**src/rtl/axi_burst_addr_gen.sv**
```systemverilog
// Expands one AXI AW/AR command into per-beat address, strobe, index and LAST (FIXED/INCR/WRAP).
// Optional feature: define AXI_BURST_4K_CHECK_EN to flag INCR bursts that cross a 4 KB boundary.
module axi_burst_addr_gen #(
    parameter int ID_WIDTH   = 5,
    parameter int ADDR_WIDTH = 32,
    parameter int DATA_WIDTH = 8,
    parameter int LEN_WIDTH  = 8
) (
    input  logic                      i_aclk,
    input  logic                      i_areset,
    input  logic                      i_cmd_valid,
    output logic                      o_cmd_ready,
    input  logic [ID_WIDTH-1:0]       i_cmd_id,
    input  logic [ADDR_WIDTH-1:0]     i_cmd_addr,
    input  logic [LEN_WIDTH-1:0]      i_cmd_len,
    input  logic [2:0]                i_cmd_size,
    input  logic [1:0]                i_cmd_burst,
    output logic                      o_cmd_err,
    output logic                      o_err_4k,
    output logic                      o_beat_valid,
    input  logic                      i_beat_ready,
    output logic [ID_WIDTH-1:0]       o_beat_id,
    output logic [ADDR_WIDTH-1:0]     o_beat_addr,
    output logic [DATA_WIDTH/8-1:0]   o_beat_strb,
    output logic [LEN_WIDTH-1:0]      o_beat_idx,
    output logic                      o_beat_last
);
    localparam int NB     = DATA_WIDTH / 8;
    localparam int LOG2NB = $clog2(NB);
    localparam logic [ADDR_WIDTH-1:0] LANE_MASK = ADDR_WIDTH'(NB - 1);

    typedef enum logic {ST_IDLE, ST_BURST} state_t;
    state_t r_state, w_state_next;

    logic                    r_cmd_ready, r_cmd_err, r_last;
    logic [ID_WIDTH-1:0]     r_id;
    logic [ADDR_WIDTH-1:0]   r_addr, r_wrap_mask;
    logic [LEN_WIDTH-1:0]    r_len, r_idx;
    logic [2:0]              r_size;
    logic [1:0]              r_burst;
    logic [NB-1:0]           r_strb;

    logic                    w_accept, w_advance, w_illegal, w_load;
    logic                    w_size_ok, w_wrap_len_ok, w_cmd_aligned;
    logic [LEN_WIDTH:0]      w_len_p1;
    logic [ADDR_WIDTH-1:0]   w_cmd_bytes, w_cmd_wrap_mask;
    logic [ADDR_WIDTH-1:0]   w_bytes, w_addr_incr, w_addr_wrap, w_addr_step;
    logic [ADDR_WIDTH-1:0]   w_load_addr, w_load_bytes, w_lo, w_hi;
    logic [NB-1:0]           w_strb;

    // Command legality and per-command constants
    assign w_len_p1        = {1'b0, i_cmd_len} + {{LEN_WIDTH{1'b0}}, 1'b1};
    assign w_cmd_bytes     = ADDR_WIDTH'(1) << i_cmd_size;
    assign w_cmd_wrap_mask = (ADDR_WIDTH'(w_len_p1) << i_cmd_size) - ADDR_WIDTH'(1);
    assign w_size_ok       = ({29'd0, i_cmd_size} <= 32'(LOG2NB));
    assign w_wrap_len_ok   = (i_cmd_len == LEN_WIDTH'(1)) || (i_cmd_len == LEN_WIDTH'(3)) ||
                             (i_cmd_len == LEN_WIDTH'(7)) || (i_cmd_len == LEN_WIDTH'(15));
    assign w_cmd_aligned   = ((i_cmd_addr & (w_cmd_bytes - ADDR_WIDTH'(1))) == '0);
    assign w_illegal       = (i_cmd_burst == 2'd3) || !w_size_ok ||
                             ((i_cmd_burst == 2'd2) && (!w_wrap_len_ok || !w_cmd_aligned));

    always_ff @(posedge i_aclk or posedge i_areset) begin
        if (i_areset) r_state <= ST_IDLE;
        else          r_state <= w_state_next;
    end

    always_comb begin
        w_state_next = r_state;
        w_accept     = 1'b0;
        w_advance    = 1'b0;
        case (r_state)
            ST_IDLE: begin
                if (i_cmd_valid && r_cmd_ready) begin
                    w_accept = 1'b1;
                    if (!w_illegal) w_state_next = ST_BURST;
                end
            end
            ST_BURST: begin
                if (i_beat_ready) begin
                    if (r_last) w_state_next = ST_IDLE;
                    else        w_advance    = 1'b1;
                end
            end
            default: w_state_next = ST_IDLE;
        endcase
    end

    // After beat 0 every INCR address is aligned, so realigning then adding B gives Al + n*B
    assign w_bytes     = ADDR_WIDTH'(1) << r_size;
    assign w_addr_incr = (r_addr & ~(w_bytes - ADDR_WIDTH'(1))) + w_bytes;
    assign w_addr_wrap = (r_addr & ~r_wrap_mask) | ((r_addr + w_bytes) & r_wrap_mask);

    always_comb begin
        case (r_burst)
            2'd0:    w_addr_step = r_addr;
            2'd2:    w_addr_step = w_addr_wrap;
            default: w_addr_step = w_addr_incr;
        endcase
    end

    assign w_load       = w_accept && !w_illegal;
    assign w_load_addr  = w_load ? i_cmd_addr  : w_addr_step;
    assign w_load_bytes = w_load ? w_cmd_bytes : w_bytes;
    assign w_lo         = w_load_addr & LANE_MASK;
    assign w_hi         = ((w_load_addr & ~(w_load_bytes - ADDR_WIDTH'(1))) & LANE_MASK)
                          + w_load_bytes - ADDR_WIDTH'(1);

    generate
        for (genvar gi = 0; gi < NB; gi++) begin : g_strb
            assign w_strb[gi] = (ADDR_WIDTH'(gi) >= w_lo) && (ADDR_WIDTH'(gi) <= w_hi);
        end
    endgenerate

    always_ff @(posedge i_aclk or posedge i_areset) begin
        if (i_areset) begin
            r_cmd_ready <= 1'b0;
            r_cmd_err   <= 1'b0;
            r_id        <= '0;
            r_addr      <= '0;
            r_wrap_mask <= '0;
            r_len       <= '0;
            r_idx       <= '0;
            r_size      <= '0;
            r_burst     <= '0;
            r_strb      <= '0;
            r_last      <= 1'b0;
        end else begin
            r_cmd_ready <= (w_state_next == ST_IDLE);
            r_cmd_err   <= w_accept && w_illegal;
            if (w_load) begin
                r_id        <= i_cmd_id;
                r_addr      <= i_cmd_addr;
                r_wrap_mask <= w_cmd_wrap_mask;
                r_len       <= i_cmd_len;
                r_idx       <= '0;
                r_size      <= i_cmd_size;
                r_burst     <= i_cmd_burst;
                r_strb      <= w_strb;
                r_last      <= (i_cmd_len == '0);
            end else if (w_advance) begin
                r_addr <= w_addr_step;
                r_idx  <= r_idx + LEN_WIDTH'(1);
                r_strb <= w_strb;
                r_last <= ((r_idx + LEN_WIDTH'(1)) == r_len);
            end
        end
    end

`ifdef AXI_BURST_4K_CHECK_EN
    localparam int SPAN_W = LEN_WIDTH + 14;
    logic              r_err_4k;
    logic [11:0]       w_4k_low;
    logic [SPAN_W-1:0] w_4k_sum;

    // Offset of the aligned start within its 4 KB page plus the total burst span
    assign w_4k_low = i_cmd_addr[11:0] & ~(w_cmd_bytes[11:0] - 12'd1);
    assign w_4k_sum = SPAN_W'(w_4k_low) + (SPAN_W'(w_len_p1) << i_cmd_size);

    always_ff @(posedge i_aclk or posedge i_areset) begin
        if (i_areset) r_err_4k <= 1'b0;
        else          r_err_4k <= w_load && (i_cmd_burst == 2'd1) && (w_4k_sum > SPAN_W'(4096));
    end
    assign o_err_4k = r_err_4k;
`else
    assign o_err_4k = 1'b0;
`endif

    assign o_cmd_ready  = r_cmd_ready;
    assign o_cmd_err    = r_cmd_err;
    assign o_beat_valid = (r_state == ST_BURST);
    assign o_beat_id    = r_id;
    assign o_beat_addr  = r_addr;
    assign o_beat_strb  = r_strb;
    assign o_beat_idx   = r_idx;
    assign o_beat_last  = r_last;
endmodule

```
**config.mk**
```make
export PLATFORM = sky130hd
export DESIGN_NAME = axi_burst_addr_gen
export DESIGN_NICKNAME = d
export VERILOG_FILES = /design/src/rtl/axi_burst_addr_gen.sv
export SDC_FILE = /design/constraint.sdc
export NUM_CORES = 1
export LEC_CHECK = 0
export ABC_AREA = 0
export BUFFER_PORTS_ARGS = -buffer_cell sky130_fd_sc_hd__buf_2
export CORE_MARGIN = 2
export CORE_UTILIZATION = 50
export DETAILED_ROUTE_END_ITERATION = 8
export HOLD_SLACK_MARGIN = 0.15
export PLACE_DENSITY = 0.68
export SLEW_MARGIN = 20
export SYNTH_ARGS = -nofsm -noshare
export SYNTH_HDL_FRONTEND = slang
export SYNTH_SLANG_ARGS = --single-unit
```
**constraint.sdc**
```tcl
create_clock -name i_aclk -period 7.05 [get_ports i_aclk]
set_clock_uncertainty 0.05 [all_clocks]
set_input_delay 1.41 -clock i_aclk [delete_from_list [all_inputs] [get_ports i_aclk]]
set_output_delay 1.41 -clock i_aclk [all_outputs]
set_load 0.05 [all_outputs]
```
# Word level (Yosys, flattened, before mapping)
# Cells that the tools add are included.
# W data, S select, Z words.
classes:
  addsub: 8
  n_mul: 0
  div: 0
  order_cmp: 2
  n_eq_ne: 9
  n_shift: 3
  mux: 19
  n_bitwise: 9
  n_reduce_logical: 19
op_table:
  columns: ["operator", "count"]
  rows:
  - ["$and A32 B32 Y32", 4]
  - ["$sub A32 B1 Y32 const B", 4]
  - ["$mux W32", 3]
  - ["$add A32 B32 Y32", 2]
  - ["$not A32 Y32", 2]
  - ["$pmux W32 S2", 1]
  - ["$shl A1 B3 Y32 const A", 2]
  - ["$le A1 B32 Y1 const A", 1]
  - ["$logic_not A32 Y1", 1]
  - ["$or A32 B32 Y32", 1]
  - ["$shl A9 B3 Y32", 1]
  - ["$mux W8", 2]
  - ["$mux W1", 12]
  - ["$add A8 B1 Y9 const B", 1]
  - ["$add A8 B1 Y8 const B", 1]
  - ["$eq A8 B1 Y1 const B", 1]
  - ["$eq A8 B2 Y1 const B", 1]
  - ["$eq A8 B3 Y1 const B", 1]
  - ["$eq A8 B4 Y1 const B", 1]
  - ["$eq A8 B8 Y1", 1]
  - ["$logic_not A8 Y1", 1]
  - ["$eq A2 B2 Y1 const B", 3]
  - ["$logic_or A1 B1 Y1", 6]
  - ["$logic_and A1 B1 Y1", 4]
  - ["other kinds (8)", 12]
totals:
  ff_bits: 95
  latchBits: 0
  ramBits: 0
  rom_bits: 0
  input_bits: 54
  out_inout_bits: 51
  word_cells: 81
  mem_count: 0

# Depth between registers and ports, before layout
# Gate-level depths: netlist of the first run.
logic_depth:
  depth_word: 15
  mapped_depth: 16
  depth_no_buf: 13

# Least setup slack after synthesis of the first run
# Ideal clock, no wire load.
synth_timing:
  kind: "input to register"
  start: "input i_cmd_size[0]"
  end: "register with a tool-made name"
  setup_time_ns: 0.139
  t_arrival_ns: 4.261
  required_ns: 6.861
  setup_slack_ns: 2.600
  cell_stages: 14
  n_path_buf: 5
  cell_sequence: "clkbuf_1 clkbuf_1 clkbuf_1 nand3_1 ha_1 inv_1 a222oi_1 nand4_1 o41a_1 or3_1 buf_6 buf_6 nor3b_1 o221ai_1"
synth_lines:
  columns: ["item", "line", "text"]
  rows:
  - ["start, declared", "16", "input logic [2:0] i_cmd_size,"]

# Worst setup path in the final report of the first run
layout_timing:
  start: "input i_cmd_size[0]"
  end: "register r_wrap_mask[29]"
layout_via:
  elab_chain_cells: 10
  word_cells_on_any_way: 15
  classes_between: "add/sub (2); order compare (1); shift (2); bitwise (1); reduce/logical (9)"
layout_rtl:
  columns: ["item", "line", "text"]
  rows:
  - ["$shl A1 B3 Y32", "53", "assign w_cmd_bytes = ADDR_WIDTH'(1) << i_cmd_size;"]
  - ["$sub A32 B1 Y32", "58", "assign w_cmd_aligned = ((i_cmd_addr & (w_cmd_bytes - ADDR_WIDTH'(1))) == '0);"]
  - ["$and A32 B32 Y32", "58", null]
  - ["$logic_not A32 Y1", "58", null]
  - ["$logic_not A1 Y1", "60", "((i_cmd_burst == 2'd2) && (!w_wrap_len_ok || !w_cmd_aligned));"]
  - ["$logic_or A1 B1 Y1", "60", null]
  - ["$logic_and A1 B1 Y1", "60", null]
  - ["$logic_or A1 B1 Y1", "59", "assign w_illegal = (i_cmd_burst == 2'd3) || !w_size_ok ||"]
  - ["$logic_not A1 Y1", "101", "assign w_load = w_accept && !w_illegal;"]
  - ["$logic_and A1 B1 Y1", "101", null]
  - ["end signal, assigned", "133", "r_wrap_mask <= w_cmd_wrap_mask;"]
  - ["end, declared", "37", "logic [ADDR_WIDTH-1:0] r_addr, r_wrap_mask;"]
# Several ways; a longest one is shown, not always the timed one.
# A chain may end at the register's enable or synchronous reset.

==> results of run 1 <==
==> routing by layer <==
layer,up-vias,GRT usage [%],wire (um)
met5,-,0,0
met1,3680,44.2,10900
met3,34,4.68,1480
li1,3606,-,-
met2,290,41.5,9990
met4,0,7.82,423
==> Yosys cell counts (10+ instances only) <==
library cell and instances:
a21o_1 13, a21oi_1 54, a31oi_1 17, and2_1 12
and3_1 18, buf_2 14, clkbuf_1 48, dfrtp_1 94
ha_1 22, inv_1 30, nand2_1 149, nand2b_1 11
nand3_1 41, nand4_1 13, nor2_1 73, nor2b_1 10
nor3_1 15, nor3b_1 10, o21a_1 14, o21ai_0 67
o21ai_1 10, xnor2_1 39, xor2_1 29
==> where the power goes <==
| part | internal, uW | switching [uW] | leakage (uW) |
|---|---|---|---|
| Clock | 276 | 213 | 0.000136 |
| Sequential | 711 | 260 | 0.00117 |
| Combinational | 433 | 847 | 0.00249 |
| Total | 1420 | 1320 | 0.00380 |
==> layout make-up <==
type	count	share of cell area [%]
Clock inverter	5	0.700
Timing Repair Buffer	116	7.44
Multi-Input combinational cell	779	57.0
Clock buffer	11	2.77
Tap cell	184	2.74
Inverter	30	1.37
Sequential cell	94	28.0
==> logic make-up (layout without fill, tap and decap cells) <==
| group | count (synthesis) | in the layout | share of synthesized area, % |
|---|---|---|---|
| compound gates | 274 | 274 | 23.9 |
| fa+ha+maj | 23 | 23 | 3.92 |
| simple gates | 404 | 404 | 26.4 |
| mux | 9 | 9 | 1.23 |
| flops | 94 | 94 | 31.2 |
| xor+xnor | 68 | 68 | 7.90 |
| other cells | 1 | 1 | 0.0497 |
| buf+inv | 97 | 162 | 5.41 |
==> placed cells by master, fill, tap and decap left out, types with 8 or more instances in the layout <==
cell type | Yosys | routed
o21ai_1 | 10 | 10
nor3_1 | 15 | 15
a21oi_1 | 54 | 54
o21ai_0 | 67 | 67
nand2_1 | 149 | 149
o22ai_1 | 8 | 8
xnor2_1 | 39 | 39
nor3b_1 | 10 | 10
nand4_1 | 13 | 13
dfrtp_1 | 94 | 94
ha_1 | 22 | 22
nand3b_1 | 8 | 8
buf_4 | 1 | 12
nand2b_1 | 11 | 11
and2_1 | 12 | 12
xor2_1 | 29 | 29
clkbuf_16 | 0 | 9
nand3_1 | 41 | 41
or4_1 | 8 | 8
nor2_1 | 73 | 73
a21o_1 | 13 | 13
a211oi_1 | 8 | 8
buf_2 | 14 | 103
and3_1 | 18 | 18
inv_1 | 30 | 29
nor2b_1 | 10 | 10
a31oi_1 | 17 | 17
o21a_1 | 14 | 14
==> worst max-delay path by stage <==
| stage | startpoint | to | slack (ns) | cells past startpoint |
|---|---|---|---|---|
| 2_1_floorplan | i_cmd_size[0] | flip-flop | 2.60 | 14 |
| 3_3_place_gp | i_cmd_size[0] | r_wrap_mask[19]$_DFFE_PP0P_ | 1.92 | 11 |
| 3_5_place_dp | i_cmd_size[0] | r_wrap_mask[29]$_DFFE_PP0P_ | 1.86 | 11 |
| 4_1_cts | i_cmd_size[0] | r_wrap_mask[29]$_DFFE_PP0P_ | 2.22 | 11 |
| 5_1_grt | i_cmd_size[0] | r_wrap_mask[27]$_DFFE_PP0P_ | 1.97 | 11 |
| 6_report | i_cmd_size[0] | r_wrap_mask[29]$_DFFE_PP0P_ | 2.18 | 11 |
==> stage by stage <==
stage,cell area (um^2),util (%)
global placement,8110,55.4
finish,8400,57.4
floorplan,7540,-
CTS,8400,57.4
detailed placement,8110,55.4
global route,8400,57.4
==> metrics.md, run 1 <==
| Metric | Value |
|---|---|
| Arr. time, crit path | `5.11 ns` |
| Detail Route Antenna Nets | `0` |
| Port bufs | `103` |
| Worst Hold Path Cells | `1` |
| YS warnings | `0` |
| Fill count | `1346` |
| Pin count of the biggest net entering global routing | `63` |
| CP delay by family, top | `simple AND/OR/NAND/NOR gates` |
| Cts bufs inserted | `9` |
| Clk root buf | `clkbuf_16` |
| Yosys cell types | `77` |
| Router iterations before antenna repair | `5` |
| Final wirelength | `22.8 mm` |
| Post-DP HPWL | `16.4 mm` |
| Max-Cap Viols | `0` |
| Status | `complete, no violations` |
| Vias in the first global route | `6885` |
| Register area | `2350 um^2` |
| Die W | `127 um` |
| Worst-margin pin slew | `0.854 ns` |
| GR Util All Layers | `28.7%` |
| CP Launch Type | `input pin` |
| Synth Cell Area | `7540 um^2` |
| Period minus WS final | `4.87 ns` |
| Final Setup Violations | `0` |
| R2r setup slk | `2.92 ns` |
| Slew headroom | `41.6%` |
| Total gr overflow | `0` |
| Max Freq | `205 MHz` |
| Reg2Reg Launch Point | `r_size[0]$_DFFE_PP0P_` |
| Crit-path max FO | `33` |
| Clock insertion delay at the later pin of the skew report | `0.35 ns` |
| Cell count after synthesis | `970` |
| TNS Setup | `0 ns` |
| Worst path max stage delay | `0.72 ns` |
| Via count | `7610` |
| Synthesis-to-layout area growth | `11.4%` |
| Dpl cells | `1203` |
| Antenna diode count | `0` |
| # DRC | `0` |
| Via density | `6.24` |
| Seq/Total Area, Yosys | `31.2%` |
| Pleak | `0.00380 uW` |
| Critical path required time | `7.29 ns` |
| Setup Fix Bufs, Post-CTS | `0` |
| Critical path type | `in -> reg` |
| Synth top area share | `31.2%` |
| Buffer and inverter count on the worst path | `3` |
| Setup slack after layout | `2.18 ns` |
| Die ar. | `16100 um^2` |
| EDFF count, synth | `0` |
| Unrepaired setup endpoints after global routing | `no` |
| CTS Hold Bufs | `0` |
| Final Hold Vio Count | `0` |
| Worst slack, placed | `1.86 ns` |
| Core footprint | `14600 um^2` |
| Syn nets | `1047` |
| I/O pin count | `105` |
| Worst hold slack | `0.423 ns` |
| Cell Pwr Density | `326 nW/um^2` |
| Post-CTS resize count | `0` |
| WHS Endpoint | `o_beat_strb$_DFFE_PP0P_` |
| Initial antenna violation count | `0` |
| Final non-filler cell total | `1219` |
| Syn Area/Cell | `7.78 um^2` |
| Worst Setup End Kind | `flip-flop` |
| Final worst-path cycle share | `69.1%` |
| Crit path cell chain | `buf_2, or3_1, ha_1, inv_1, a222oi_1, nand4_1, o41a_1, or3_2, buf_4, nor2_2, a21o_1` |
| Initial core utilization | `51.5%` |
| Final nets | `1107` |
| CP max-delay cell | `or3_2` |
| Largest cells by area after synthesis | `dfrtp_1 31%, nand2_1 7.4%, xnor2_1 4.5%` |
| Design Power | `2740 uW` |
| Clock Path Buffers | `2` |
| Worst-path clk slew | `0.07 ns` |
| Yosys top cell by area | `dfrtp_1` |
| Ratio of cells with drive above 1 in the final layout | `14.1%` |
| Clock sink count | `94` |
| Routability congestion estimate | `0.890` |
| Worst hold start | `o_beat_strb$_DFFE_PP0P_` |
| Die height | `127 um` |
| FF+latch count, synth | `94` |
| Worst vdd ir | `0.000154 V` |
| Starting DRC count in detailed routing | `795` |
| CTS tree | `built` |
| Top_reg_cell synth | `dfrtp_1` |
| Site Rows | `44` |
| Async SR Flop Fraction | `100%` |
| Worst Hold Class | `reg -> reg` |
| Multi-input logic area | `4790 um^2` |
| First-pass GRT wire length | `37.0 mm` |
| Worst reg-to-reg path cell count | `12` |
| Slew Viols, Final | `0` |
| H-Tree Depth | `3` |
| Wire length per cell | `18.7 um` |
(Power assumes the default switching activity.)
==> run 2: changes to the inputs <==
ABC_AREA = 1   (was 0)
PLACE_DENSITY = 0.67   (was 0.68)
clock period = 4.9 ns   (was 7.05 ns; I/O delays follow)
==> run 2 against run 1 <==
Final area increased by 11%. Final cell count up 40%. First-iteration DRC count rose by 11%. Sequential share of layout area shrank 2.7 points. Critical path type unchanged. Largest cell class unchanged.
==> metrics.md, run 2 <==
| Metric | Value |
|---|---|
| Status | `complete, no violations` |
| Syn nets | `1481 (+41%)` |
| Reg2Reg Launch Point | `r_size[1]$_DFFE_PP0P_` |
| Top cells by count, synth | `492 x nand2_1, 184 x inv_1, 173 x nand3_1` |
| Detail Route Antenna Nets | `0 (unchanged)` |
| Count leader, synth | `nand2_1` |
| Via density | `5.38 (-14%)` |
| Worst Hold Class | `reg -> reg` |
| Syn Area/Cell | `5.95 um^2 (-23%)` |
| Worst-margin pin slew | `0.942 ns (+0.0885 ns)` |
| Die ar. | `17800 um^2 (+10%)` |
| Routability congestion estimate | `0.963 (+8.2%)` |
| Total gr overflow | `0 (unchanged)` |
| Most common cell after layout, fill and taps aside | `nand2_1` |
| Crit-path max FO | `50 (+52%)` |
| Vias in the first global route | `8377 (+22%)` |
| Slew headroom | `37.2% (-4.4 points)` |
| Top_reg_cell synth | `dfrtp_1` |
| Final Setup Violations | `0 (unchanged)` |
| Cell count after synthesis | `1404 (+45%)` |
| Synth Cell Area | `8350 um^2 (+11%)` |
| Worst Setup End Kind | `flip-flop` |
| Synth top area share | `28.2% (-3.0 points)` |
| Via count | `9190 (+21%)` |
| Ratio of cells with drive above 1 in the final layout | `10.5% (-3.6 points)` |
| Beginning of the critical path | `i_cmd_size[0]` |
| Final nets | `1559 (+41%)` |
| Slew Viols, Final | `0 (unchanged)` |
| I/O pin count | `105 (unchanged)` |
| Design Power | `3320 uW (+21%)` |
| Clock sink count | `94 (unchanged)` |
| CTS Hold Bufs | `0 (unchanged)` |
| Async SR Flop Fraction | `100% (unchanged)` |
| Design area | `9320 um^2 (+11%)` |
| Post-CTS resize count | `0 (unchanged)` |
| Cell Pwr Density | `357 nW/um^2 (+9.4%)` |
| Arr. time, crit path | `3.79 ns (-1.32 ns)` |
| Die W | `133 um (+5.1%)` |
| CTS tree | `built` |
| EDFF count, synth | `0 (unchanged)` |
| Setup Fix Bufs, Post-CTS | `0 (unchanged)` |
| TNS Setup | `0 ns (unchanged)` |
| Pleak | `0.00518 uW (+36%)` |
| Clock insertion delay at the later pin of the skew report | `0.35 ns (about the same)` |
| Pin count of the biggest net entering global routing | `75 (+19%)` |
| H-Tree Depth | `3 (unchanged)` |
| Crit path cell chain | `buf_2, inv_2, nor2_1, inv_1, ha_1, o21ai_0, nor2_1, nand3_1, nor2_1, nand2_1, nand2_2, nand3_4, buf_4, o21ai_4, buf_16, nand2_1, nor2_1, nand2_1, nand2_1` |
| Max-Cap Viols | `0 (unchanged)` |
| Router iterations before antenna repair | `5 (unchanged)` |
| Final worst-path cycle share | `73.3%` |
| Worst vdd ir | `0.000195 V (+27%)` |
| Cts bufs inserted | `9 (unchanged)` |
| CP Launch Type | `input pin` |
| Worst path max stage delay | `0.45 ns (-0.27 ns)` |
| Seq/Total Area, Yosys | `28.2% (-3.0 points)` |
| Yosys top cell by area | `dfrtp_1` |
| Clock Path Buffers | `2 (unchanged)` |
| Most frequent cells in the layout | `492 x nand2_1, 183 x inv_1, 173 x nand3_1, 140 x nor2_1, 103 x buf_2` |
| Core footprint | `16500 um^2 (+12%)` |
| Synthesis-to-layout area growth | `11.5% (about the same)` |
| Worst-path clk slew | `0.07 ns (about the same)` |
| GR Util All Layers | `29.7% (+0.97 points)` |
| Max Freq | `278 MHz` |
| FF+latch count, synth | `94 (unchanged)` |
| Critical path required time | `5.09 ns (-2.20 ns)` |
| Worst slack, placed | `0.889 ns (-0.974 ns)` |
| Worst hold start | `o_beat_strb$_DFFE_PP0P_` |
| Initial antenna violation count | `1 (+1)` |
| Port bufs | `103 (unchanged)` |
| Die height | `133 um (+5.1%)` |
| Clk root buf | `clkbuf_16` |
| Dpl cell area | `8970 um^2 (+11%)` |
| Critical path type | `in -> reg` |
| Fin util | `56.6% (-0.81 points)` |
| Largest cells by area after synthesis | `dfrtp_1 28%, nand2_1 22%, nand3_1 10%` |
| Period minus WS final | `3.59 ns` |
| Unrepaired setup endpoints after global routing | `no` |
| Post-DP HPWL | `19.2 mm (+17%)` |
| Yosys cell types | `47 (-39%)` |
| Site Rows | `47 (+6.8%)` |
| Starting DRC count in detailed routing | `883 (+11%)` |
| First-pass GRT wire length | `42.4 mm (+15%)` |
| Setup slack after layout | `1.31 ns (-0.869 ns)` |
| CP max-delay cell | `buf_4` |
| # DRC | `0 (unchanged)` |
| Initial core utilization | `50.7% (-0.77 points)` |
| Final wirelength | `25.8 mm (+13%)` |
| Final Hold Vio Count | `0 (unchanged)` |
| YS warnings | `0 (unchanged)` |
| Wire length per cell | `15.1 um (-19%)` |
run 2: path summary, 6_finish.rpt:
check,endpoint,slack (ns),depth (start not counted)
setup / recovery,flip-flop,1.31,19
hold reg to reg,o_beat_strb$_DFFE_PP0P_,0.42,1
max in group asynchronous,async pin,3.09,3
min in group asynchronous,async pin,0.78,2
setup reg to reg,flip-flop,1.45,19
hold / removal,o_beat_strb$_DFFE_PP0P_,0.42,1
run 2: area by class of cell:
type                            instances  area, um^2
Fill cell                            1724        7150
Multi-Input combinational cell       1074        5040
Sequential cell                        94        2350
Inverter                              191         719
Timing Repair Buffer                  112         603
Tap cell                              220         275
Clock buffer                           12         267
Clock inverter                          4        52.6
Antenna cell                            1        2.50
run 2: report_power, final:
| part | leakage [uW] | switching [uW] | internal, uW |
|---|---|---|---|
| logic | 0.00382 | 1020 | 419 |
| clock network | 0.000159 | 331 | 440 |
| registers | 0.00120 | 176 | 942 |
| total | 0.00518 | 1520 | 1800 |
run 2: per-layer routing:
layer | vias up | GRT usage, % | wire, um
met3 | 37 | 4.53 | 1560
met1 | 4246 | 43.2 | 12400
met4 | 0 | 9.04 | 672
li1 | 4632 | - | -
met2 | 275 | 45.5 | 11100
met5 | - | 0 | 0
run 2: critical path: cells and delay by family:
kind	cells	cell delay, ns
buf+inv	5	1.18
simple gates	11	0.90
compound gates	2	0.41
fa+ha+maj	1	0.29
run 2: stage by stage:
step	hold slack [ns]	instances
CTS	0.419	1706
global route	0.452	1708
floorplan	0.416	1404
finish	0.415	1708
detailed placement	0.404	1690
global placement	0.398	1690
run 2: cells by family (layout without fill, tap and decap cells):
| family | count (synthesis) | in the layout | share of synthesized area (%) |
|---|---|---|---|
| AND/OR/NAND/NOR | 877 | 877 | 44.6 |
| buffers and inverters | 236 | 319 | 11.5 |
| AO/OA/AOI/OAI | 156 | 156 | 10.3 |
| flip-flops | 94 | 94 | 28.2 |
| adder cells (fa/ha/maj) | 23 | 23 | 3.54 |
| XOR/XNOR | 17 | 17 | 1.78 |
| other | 1 | 2 | 0.0449 |
==> run 3: changes to the inputs <==
ABC_AREA = 0   (was 1)
PLACE_DENSITY = 0.71   (was 0.67)
clock period = 3 ns   (was 4.9 ns; I/O delays follow)
==> run 3 against run 2 <==
Non-clock buffer count up 195. Power up 120%. Die area down 9.4%. Clock power up 60%. Clock-buffer cell count up 2. Combinational power rose to 2.6 times the previous value. Largest power group unchanged. Sequential power up 110%. Global-route usage up 2.0 points. Final cell count down 17%. Highest routed layer unchanged. Via count down 3.4%. Flip-flop and latch count unchanged. Hold slack worse by 0.077 ns. The flow now finishes with violations (negative setup slack).
==> metrics.md, run 3 (synthesized netlist as in run 1, its figures left out) <==
| Metric | Value |
|---|---|
| Status | `complete, but fails checks` |
| Failing checks | `negative setup slack` |
| Most common cell after layout, fill and taps aside | `buf_4` |
| Most frequent CP cell | `buf_6` |
| Detail Route Antenna Nets | `0 (unchanged)` |
| H-Tree Depth | `3 (unchanged)` |
| Met2 GRT Util | `50.0% (+4.6 points)` |
| Post-DP HPWL | `18.3 mm (-4.8%)` |
| Worst reg-to-reg path cell count | `13 (-6)` |
| GR Util All Layers | `31.6% (+2.0 points)` |
| Initial core utilization | `51.5% (+0.77 points)` |
| Worst hold slack | `0.338 ns (-0.0770 ns)` |
| Wire length per cell | `19.8 um (+31%)` |
| Antenna diode count | `0 (-1)` |
| Final Setup Violations | `58 (+58)` |
| Final wirelength | `28.0 mm (+8.4%)` |
| Port bufs | `103 (unchanged)` |
| Clk root buf | `clkbuf_16` |
| Slew Viols, Final | `0 (unchanged)` |
| I/O pin count | `105 (unchanged)` |
| Worst slack, placed | `-0.572 ns (-1.46 ns)` |
| Routability congestion estimate | `0.947 (-1.6%)` |
| M1 GR Usage | `44.1% (+0.89 points)` |
| Final nets | `1298 (-17%)` |
| Worst vdd ir | `0.000433 V (+120%)` |
| Most frequent cells in the layout | `156 x buf_4, 121 x nand2_1, 102 x buf_2, 92 x dfrtp_1, 64 x nor2_1` |
| Ratio of cells with drive above 1 in the final layout | `38.2% (+28 points)` |
| Router iterations before antenna repair | `6 (+1)` |
| CP Launch Type | `flip-flop` |
| Setup slack after layout | `-0.260 ns (-1.57 ns)` |
| Starting DRC count in detailed routing | `1090 (+23%)` |
| Final Hold Vio Count | `0 (unchanged)` |
| Reg2Reg Launch Point | `r_size[2]$_DFFE_PP0P_` |
| Total gr overflow | `0 (unchanged)` |
| Initial antenna violation count | `0 (-1)` |
| Critical path type | `reg -> reg` |
| Buffer and inverter count on the worst path | `3 (-2)` |
| CP max-delay cell | `dfrtp_2` |
| Crit path cell chain | `buf_6, nor3b_4, inv_2, ha_4, or3_4, a211oi_4, o21a_1, a31oi_4, buf_6, o41a_1, a21oi_2, a21oi_1, a221o_1` |
| Fill count | `965 (-44%)` |
| Core footprint | `14600 um^2 (-11%)` |
| Max Freq | `307 MHz` |
| Dpl cells | `1355 (-20%)` |
| Pleak | `0.00511 uW (-1.4%)` |
| Die W | `127 um (-4.8%)` |
| Worst Hold Class | `in -> async` |
| Worst-path clk slew | `0.07 ns (about the same)` |
| Met3 usage | `5.15% (+0.62 points)` |
| # DRC | `0 (unchanged)` |
| CP delay by family, top | `compound AO/OA/AOI/OAI gates` |
| Site Rows | `44 (-6.4%)` |
| Final non-filler cell total | `1410 (-17%)` |
| Final worst-path cycle share | `109%` |
| Slew headroom | `44.3% (+7.1 points)` |
| Beginning of the critical path | `r_size[2]$_DFFE_PP0P_` |
| Critical path required time | `3.20 ns (-1.89 ns)` |
| WP depth | `13 (-6)` |
| Via density | `6.30 (+17%)` |
| Cell Pwr Density | `660 nW/um^2 (+85%)` |
| Clock insertion delay at the later pin of the skew report | `0.36 ns (about the same)` |
| Synthesis-to-layout area growth | `46.6%` |
| Most Crowded Layer GR | `met2` |
| Vias in the first global route | `8059 (-3.8%)` |
| Die ar. | `16100 um^2 (-9.4%)` |
| Worst path max stage delay | `0.46 ns (about the same)` |
| Period minus WS final | `3.26 ns` |
| Worst-margin pin slew | `0.830 ns (-0.112 ns)` |
| Unrepaired setup endpoints after global routing | `yes` |
| Arr. time, crit path | `3.46 ns (-0.33 ns)` |
| R2r setup slk | `-0.26 ns (-1.71 ns)` |
| Crit-path max FO | `5 (-90%)` |
| Clock Path Buffers | `2 (unchanged)` |
| Pin count of the biggest net entering global routing | `48 (-36%)` |
| Via count | `8882 (-3.4%)` |
| Die height | `127 um (-4.8%)` |
| First-pass GRT wire length | `40.9 mm (-3.5%)` |
| Clock sink count | `94 (unchanged)` |
| CTS tree | `built` |
| Max-Cap Viols | `0 (unchanged)` |
| Cts bufs inserted | `9 (unchanged)` |
| Worst Setup End Kind | `flip-flop` |
[run 3: report_power, final]
group / total (uW) / internal (uW) / switching (uW)
clock network: 1230 / 717 / 509
logic: 3740 / 1420 / 2320
registers: 2330 / 1670 / 657
total: 7290 / 3810 / 3490
[run 3: area by class of cell]
class | instances | area [um^2] | area share (%)
clock buffers | 14 | 274 | 2.48
clock inverters | 2 | 38.8 | 0.351
inverters | 30 | 119 | 1.08
multi-input cells | 779 | 5580 | 50.4
flip-flops and latches | 94 | 2350 | 21.3
well taps | 184 | 230 | 2.08
repair buffers | 307 | 2460 | 22.3
[run 3: how the worst min path moves through the flow]
stage | from | to | slack (ns) | cells past startpoint
6_report | i_areset | async pin | 0.34 | 2
3_5_place_dp | o_beat_strb$_DFFE_PP0P_ | o_beat_strb$_DFFE_PP0P_ | 0.40 | 1
2_1_floorplan | r_wrap_mask[21]$_DFFE_PP0P_ | r_wrap_mask[21]$_DFFE_PP0P_ | 0.39 | 1
3_3_place_gp | o_beat_strb$_DFFE_PP0P_ | o_beat_strb$_DFFE_PP0P_ | 0.40 | 1
5_1_grt | i_areset | o_beat_idx[1]$_DFFE_PP0P_ | 0.40 | 2
4_1_cts | i_areset | async pin | 0.35 | 2
[run 3: layer usage]
metal	part of all wire (%)	routed length [um]
met5	0	0
met3	9.1	2530
met1	41	11500
met2	46	12900
met4	3.7	1030
[run 3: timing repair]
item | in CTS | in global routing
buffers inserted | 14 | 16
endpoints found under the setup margin | 71 | 81
pin swaps | 23 | 69
hold buffers | 0 | 0
gates cloned | 1 | 10
resized for setup | 70 | 163
[run 3: per-stage QoR]
step / power, uW / TNS, ns / utilization [%] / instance area, um^2
final: 7290 / -4.97 / 75.5 / 11100
after global routing: 7650 / -12.73 / 75.5 / 11100
after CTS: 6880 / -0.443 / 68.8 / 10100
after detailed placement: 5540 / -38.59 / 63.9 / 9360
after global placement: 5480 / -28.19 / 63.9 / 9360
after floorplan: 4490 / -19.56 / - / 7680
